## src/rtl/compute_r_bins_mt.sv

```systemverilog
// compute_r_bins_mt: multi-theta, time-multiplexed r-bin calculator for the
// LSF Hough stage. Each accepted hit is swept over NTHETA angles, LANES per
// cycle. Each group of LANES angles leaves as one output beat.
// Pipeline: stage 0 (hit hold + group sweep), stage 1 (products),
//           stage 2 (align, sum, bin, range check -> output registers).
// Build option: define COMPUTE_R_BINS_SAT_EN to clamp out-of-range bins
// to 0 / RBINS-1 (flagged valid) instead of reporting them as invalid.
//
// state   | meaning
// S_IDLE  | no hit held, stage 0 empty
// S_SWEEP | hit held, grp_cnt selects the group issued this cycle
module compute_r_bins_mt #(
    parameter int W_X       = 16,
    parameter int DECB_X    = 4,
    parameter int W_Y       = 16,
    parameter int DECB_Y    = 4,
    parameter int W_R       = 22,
    parameter int IW_R      = 16,
    parameter int W_OUT     = 18,
    parameter int IW_OUT    = 1,
    parameter int NTHETA    = 8,
    parameter int LANES     = 2,
    parameter int RBINS     = 128,
    parameter int BIN_SHIFT = 5,
    parameter int W_TAG     = 8
) (
    input  logic                                  clk,
    input  logic                                  rst_n,
    input  logic                                  hit_vld,
    output logic                                  hit_rdy,
    input  logic signed [W_X-1:0]                 hit_x,
    input  logic signed [W_Y-1:0]                 hit_y,
    input  logic signed [W_R-1:0]                 hit_r_offset,
    input  logic [W_TAG-1:0]                      hit_tag,
    input  logic [NTHETA*W_OUT-1:0]               cos_lut,
    input  logic [NTHETA*W_OUT-1:0]               sin_lut,
    output logic                                  out_vld,
    input  logic                                  out_rdy,
    output logic [((NTHETA/LANES) > 1 ? $clog2(NTHETA/LANES) : 1)-1:0] out_grp,
    output logic                                  out_last,
    output logic [W_TAG-1:0]                      out_tag,
    output logic [LANES*$clog2(RBINS)-1:0]        out_bin,
    output logic [LANES-1:0]                      out_bin_vld
);

    localparam int NG     = NTHETA / LANES;
    localparam int GW     = (NG > 1) ? $clog2(NG) : 1;
    localparam int W_BIN  = $clog2(RBINS);
    localparam int FR_R   = W_R - IW_R;
    localparam int FR_OUT = W_OUT - IW_OUT;
    localparam int XS     = DECB_X + FR_OUT - FR_R;
    localparam int YS     = DECB_Y + FR_OUT - FR_R;
    localparam int P_X    = W_X + W_OUT;
    localparam int P_Y    = W_Y + W_OUT;
    localparam int W_MXY  = (P_X > P_Y) ? P_X : P_Y;
    localparam int W_MAX  = (W_MXY > W_R) ? W_MXY : W_R;
    // two guard bits: the sum of three terms can never wrap
    localparam int W_SUM  = W_MAX + 2;
    localparam logic signed [W_SUM-1:0] RBINS_S = W_SUM'(RBINS);

    typedef enum logic {S_IDLE, S_SWEEP} state_t;

    state_t                    state_q, state_d;
    logic [GW-1:0]             grp_cnt;
    logic                      en, accept, grp_last;

    logic signed [W_X-1:0]     s0_x;
    logic signed [W_Y-1:0]     s0_y;
    logic signed [W_R-1:0]     s0_roff;
    logic [W_TAG-1:0]          s0_tag;
    logic signed [W_OUT-1:0]   cos_sel [LANES];
    logic signed [W_OUT-1:0]   sin_sel [LANES];

    logic                      s1_vld, s1_last;
    logic [GW-1:0]             s1_grp;
    logic [W_TAG-1:0]          s1_tag;
    logic signed [W_R-1:0]     s1_roff;
    logic signed [P_X-1:0]     s1_xc [LANES];
    logic signed [P_Y-1:0]     s1_ys [LANES];

    logic signed [W_SUM-1:0]   r_sum [LANES];
    logic signed [W_SUM-1:0]   b_val [LANES];
    logic [W_BIN-1:0]          b_bin [LANES];
    logic [LANES-1:0]          b_ok;

    // Sweep control: handshake, stall enable and next state
    always_comb begin
        state_d  = state_q;
        en       = !out_vld || out_rdy;
        grp_last = (grp_cnt == GW'(NG - 1));
        hit_rdy  = rst_n && en && ((state_q == S_IDLE) || grp_last);
        accept   = hit_vld && hit_rdy;
        if (en) begin
            case (state_q)
                S_IDLE:  if (accept) state_d = S_SWEEP;
                S_SWEEP: if (grp_last && !accept) state_d = S_IDLE;
                default: state_d = S_IDLE;
            endcase
        end
    end

    // State register and group counter
    always_ff @(posedge clk) begin
        if (!rst_n) begin
            state_q <= S_IDLE;
            grp_cnt <= '0;
        end else begin
            state_q <= state_d;
            if (en) begin
                if (accept || grp_last)
                    grp_cnt <= '0;
                else if (state_q == S_SWEEP)
                    grp_cnt <= grp_cnt + GW'(1);
            end
        end
    end

    // Stage 0: latch the hit on acceptance
    always_ff @(posedge clk) begin
        if (!rst_n) begin
            s0_x    <= '0;
            s0_y    <= '0;
            s0_roff <= '0;
            s0_tag  <= '0;
        end else if (accept) begin
            s0_x    <= hit_x;
            s0_y    <= hit_y;
            s0_roff <= hit_r_offset;
            s0_tag  <= hit_tag;
        end
    end

    // Pick the sin/cos words of the current group for each lane
    always_comb begin
        int idx;
        idx = 0;
        for (int l = 0; l < LANES; l++) begin
            idx        = int'(grp_cnt) * LANES + l;
            cos_sel[l] = cos_lut[idx*W_OUT +: W_OUT];
            sin_sel[l] = sin_lut[idx*W_OUT +: W_OUT];
        end
    end

    // Stage 1: full-precision products per lane
    always_ff @(posedge clk) begin
        if (!rst_n) begin
            s1_vld  <= 1'b0;
            s1_last <= 1'b0;
            s1_grp  <= '0;
            s1_tag  <= '0;
            s1_roff <= '0;
            for (int l = 0; l < LANES; l++) begin
                s1_xc[l] <= '0;
                s1_ys[l] <= '0;
            end
        end else if (en) begin
            s1_vld  <= (state_q == S_SWEEP);
            s1_last <= grp_last;
            s1_grp  <= grp_cnt;
            s1_tag  <= s0_tag;
            s1_roff <= s0_roff;
            for (int l = 0; l < LANES; l++) begin
                s1_xc[l] <= P_X'(s0_x) * P_X'(cos_sel[l]);
                s1_ys[l] <= P_Y'(s0_y) * P_Y'(sin_sel[l]);
            end
        end
    end

    // Stage 2 combinational: align to r fraction, sum, bin and range test
    always_comb begin
        for (int l = 0; l < LANES; l++) begin
            r_sum[l] = W_SUM'(s1_xc[l] >>> XS) + W_SUM'(s1_ys[l] >>> YS)
                     + W_SUM'(s1_roff);
            b_val[l] = r_sum[l] >>> BIN_SHIFT;
            b_ok[l]  = !b_val[l][W_SUM-1] && (b_val[l] < RBINS_S);
`ifdef COMPUTE_R_BINS_SAT_EN
            if (b_ok[l])
                b_bin[l] = b_val[l][W_BIN-1:0];
            else if (b_val[l][W_SUM-1])
                b_bin[l] = '0;
            else
                b_bin[l] = W_BIN'(RBINS - 1);
`else
            b_bin[l] = b_ok[l] ? b_val[l][W_BIN-1:0] : '0;
`endif
        end
    end

    // Output registers; fields are zeroed on bubbles so idle outputs read 0
    always_ff @(posedge clk) begin
        if (!rst_n) begin
            out_vld     <= 1'b0;
            out_last    <= 1'b0;
            out_grp     <= '0;
            out_tag     <= '0;
            out_bin     <= '0;
            out_bin_vld <= '0;
        end else if (en) begin
            out_vld  <= s1_vld;
            out_last <= s1_vld && s1_last;
            out_grp  <= s1_vld ? s1_grp : '0;
            out_tag  <= s1_vld ? s1_tag : '0;
            for (int l = 0; l < LANES; l++) begin
                out_bin[l*W_BIN +: W_BIN] <= s1_vld ? b_bin[l] : '0;
`ifdef COMPUTE_R_BINS_SAT_EN
                out_bin_vld[l] <= s1_vld;
`else
                out_bin_vld[l] <= s1_vld && b_ok[l];
`endif
            end
        end
    end

endmodule
```

## config.mk

```make
export PLATFORM = sky130hd
export DESIGN_NAME = compute_r_bins_mt
export DESIGN_NICKNAME = d
export VERILOG_FILES = /design/src/rtl/compute_r_bins_mt.sv
export SDC_FILE = /design/constraint.sdc
export NUM_CORES = 2
export LEC_CHECK = 0
export CORE_MARGIN = 8
export CORE_UTILIZATION = 45
export DETAILED_ROUTE_END_ITERATION = 7
export PLACE_DENSITY = 0.63
export SLEW_MARGIN = 25
export SYNTH_ARGS = -nofsm -noshare
export SYNTH_HDL_FRONTEND = slang
export SYNTH_SLANG_ARGS = --single-unit
```

## constraint.sdc

```tcl
create_clock -name clk -period 8.8 [get_ports clk]
set_input_delay 1.32 -clock clk [delete_from_list [all_inputs] [get_ports clk]]
set_output_delay 1.32 -clock clk [all_outputs]
set_load 0.03 [all_outputs]
```

==> impl_metrics.json <==
{
  "vias_per_cell": 5.13,
  "dp_hpwl_microns": 115000,
  "skew_ns": 0.0419,
  "crit_fanout": 10,
  "r2r-end": "s1_xc[0][29]",
  "die_x_microns": 358,
  "vias": 37754,
  "yosysSeqAreaShare": 0.0917,
  "clkTransAtPathRegs_ns": 0.06,
  "multi_input_area_sq_mm": 0.0419,
  "dpl_cell_area_sq_mm": 0.0583,
  "cts.sinks": 203,
  "end_kind": "flip-flop",
  "gp_congestion": 0.858,
  "fillers": 10740,
  "p_sw_frac": 0.461,
  "cp_data_required_time_ns": 9.11,
  "crit_slowest_cell": "nor4_1",
  "layout_commonest_cell": "inv_1",
  "setup_violations": 0,
  "cts_max_path_buffers": 3,
  "reg2reg_slack_ns": 1.10,
  "crit_buf_inv": 6,
  "tritoncts": "done",
  "period_needed_ns": 8.04,
  "track_usage": 0.220,
  "finalSetupTns_ns": 0,
  "post_drt_wl_per_cell_microns": 18.6,
  "slew_viol_final": 0,
  "layout_common_cells": "inv_1, fa_1, nand2_1, and2_1, clkdlybuf4s50_1",
  "min_to": "out_bin_vld[0]",
  "outcome": "finished, final reports clean",
  "drc": 0,
  "fp-row-count": 125,
  "antenna_found_initial": 3,
  "avgSynthCellArea_sq_um": 9.48,
  "relSlewSlack": 0.280,
  "synth-edff-count": 76,
  "post_cts_buffers": 0,
  "crit_type": "in2reg",
  "max_cap_violations": 0,
  "reg2reg_depth": 24,
  "drt-total-wl_microns": 137000,
  "seqPwrFrac": 0.202,
  "hp-class": "reg2reg",
  "ys.flop_type": "dfxtp_1",
  "post_cts_resized": 0,
  "coreArea_sq_mm": 0.116,
  "hold_viol_final": 0,
  "grt_pass1_wl_microns": 224000,
  "hp-start": "out_bin_vld[0]",
  "final_area_sq_mm": 0.0592,
  "p_comb_frac": 0.644,
  "ys_types": 69,
  "io_pins": 383,
  "hold_depth": 2,
  "ant_nets": 0,
  "cp_cell_sequence": "clkdlybuf4s50_1 -> mux4_2 -> buf_4 -> and2_1 -> fa_1 -> inv_1 -> fa_1 -> fa_1 -> inv_1 -> fa_1 -> fa_1 -> inv_1 -> fa_1 -> inv_1 -> ha_1 -> o21ai_0 -> nand2b_1 -> nand3_1 -> nor4_1 -> o2111ai_1 -> a21o_1 -> a21oi_1 -> xor2_1 -> and2_1",
  "start_util": 0.453,
  "cts_made_buffers": 26,
  "die_y_microns": 358,
  "synthCells": 5545,
  "cts_hold_buffers": 0,
  "p_clk_frac": 0.155,
  "register_area_sq_mm": 0.00485,
  "p_int_mw": 3.72,
  "grt_start_max_net_pins": 62,
  "p_per_area_mw_per_mm2": 116,
  "synth_seq_cells": 203,
  "worst_pin_slew_ns": 1.08,
  "max_stage_delay_ns": 0.72,
  "fin_crit_sh": 0.913,
  "ctsRootBufferMaster": "clkbuf_16",
  "layout-drive-gt1-share": 0.0490,
  "dr.pass1.iters": 5,
  "grt-ovfl-total": 0,
  "dieArea_sq_mm": 0.128,
  "cpLargestDelayFamily": "adder cells",
  "cp.arrival_ns": 8.34,
  "syn_nets": 7472,
  "nets": 7746,
  "drt-initial-drc-count": 2359,
  "clk-insertion-delay-late_ns": 0.59,
  "p_total_mw": 6.89,
  "htree_levels": 1,
  "max_freq_mhz": 124,
  "p_switching_mw": 3.17,
  "syn2layout_area_growth_pct": 12.6,
  "ir_worst_vdd_v": 0.000122,
  "rsz0062_at_grt": "no",
  "syn_area_sq_mm": 0.0526,
  "synth_warnings": 0,
  "ys_async_sr_fraction": 0,
  "p_leak_nw": 29.3,
  "portBuffers": 382,
  "cp_common_cell": "fa_1",
  "worst_setup_path_start_kind": "input pin",
  "grt_pass1_vias": 41520,
  "r2r_start": "grp_cnt[0]"
}
## state kept, by name (all words and copies together), names as in the netlist, 2 cells and up
signal / cells
s0_roff: 22
s0_x: 16
s1_grp: 2
out_bin: 14
s1_xc: 38
s0_tag: 8
s1_roff: 22
s1_ys: 38
grp_cnt: 2
out_grp: 2
out_tag: 8
s1_tag: 8
out_bin_vld: 2
s0_y: 16
## tightest hold or removal path, stage by stage, from the launching register on
cell	delay [ns]
dfxtp_1	0.31
nand2_1	0.05
nand2_1	0.05
## power by group through the flow
stage	sequential, mW	clock (mW)	combinational, mW
detailed placement	1.41	0	4.44
floorplan	1.30	0	3.26
global placement	1.41	0	4.34
global route	1.41	1.13	5.10
finish	1.39	1.07	4.44
CTS	1.39	1.10	4.48
## cells by family (layout without fill, tap and decap cells)
group / count (synthesis) / count (layout) / share of synthesized area
xor gates and xnor gates: 121 / 121 / 0.0202
adders and majority gates: 1573 / 1573 / 0.545
other: 0 / 1 / 0
DFF: 203 / 203 / 0.0917
muxes: 76 / 76 / 0.0316
buffers and inverters: 1548 / 1841 / 0.111
and+or+nand+nor: 1627 / 1627 / 0.148
AOI/OAI and AO/OA: 397 / 397 / 0.0518
## synth_stat cells, types with 5 or more instances
cell type	instances	area (sq um)
a31oi_1	9	56.3
xnor2_1	78	683
nand2b_1	34	213
a21oi_1	89	445
a2111oi_0	7	61.3
nand4_1	11	68.8
edfxtp_1	76	2280
clkbuf_1	227	852
inv_1	1284	4820
a211oi_1	7	52.6
nand2_1	780	2930
buf_1	31	116
a21boi_0	102	766
o2111ai_1	5	43.8
o21a_1	15	113
nor2b_1	17	106
o31ai_1	6	45.0
o21ai_0	51	255
nor3b_1	7	52.6
nor2_1	153	574
xor2_1	43	377
mux4_2	72	1620
o211ai_1	5	37.5
and2_1	543	3400
and3_1	6	37.5
o21ai_2	7	61.3
dfxtp_1	127	2540
a22o_1	12	105
a21o_1	35	263
nand3_1	28	140
fa_1	1198	24000
nor3_1	26	130
ha_1	375	4690
o21bai_1	8	60.1
or2_2	6	37.5
## how the worst max path moves through the flow
stage                            start  cells after the start  slack (ns)            to
after floorplan             grp_cnt[0]                     27        0.71  s1_ys[0][61]
after global placement    cos_lut[111]                     22        0.15  s1_xc[0][29]
after detailed placement  cos_lut[111]                     22        0.15  s1_xc[0][29]
after CTS                 cos_lut[111]                     22        0.74  s1_xc[0][29]
after global routing       cos_lut[75]                     22        0.38  s1_xc[0][29]
final                     cos_lut[119]                     24        0.76  s1_xc[0][29]
## routing by layer
metal,vias to the layer above,track usage,part of all wire
li1,17039,-,-
met1,19576,0.309,0.44
met2,957,0.368,0.48
met3,180,0.0281,0.059
met4,2,0.0470,0.023
met5,-,0,0.000095
## per-stage QoR
| stage | std cells | hold slack, ns | setup WS, ns | utilization |
|---|---|---|---|---|
| final | 7363 | 0.458 | 0.764 | 0.510 |
| after global routing | 7362 | 0.478 | 0.376 | 0.510 |
| after CTS | 7362 | 0.458 | 0.736 | 0.510 |
| after detailed placement | 7315 | 0.439 | 0.150 | 0.503 |
| after global placement | 7315 | 0.438 | 0.151 | 0.503 |
| after floorplan | 5545 | 0.441 | 0.711 | - |
## area by class of cell
cell class / instances / share of cell area
clock buffers: 34 / 0.0125
diodes: 1 / 0.0000423
well taps: 1524 / 0.0322
flip-flops and latches: 203 / 0.0819
repair buffers: 510 / 0.0818
inverters: 1284 / 0.0814
clock inverters: 13 / 0.00186
multi-input cells: 3794 / 0.708
No activity file was read; power rests on OpenSTA's default activity.
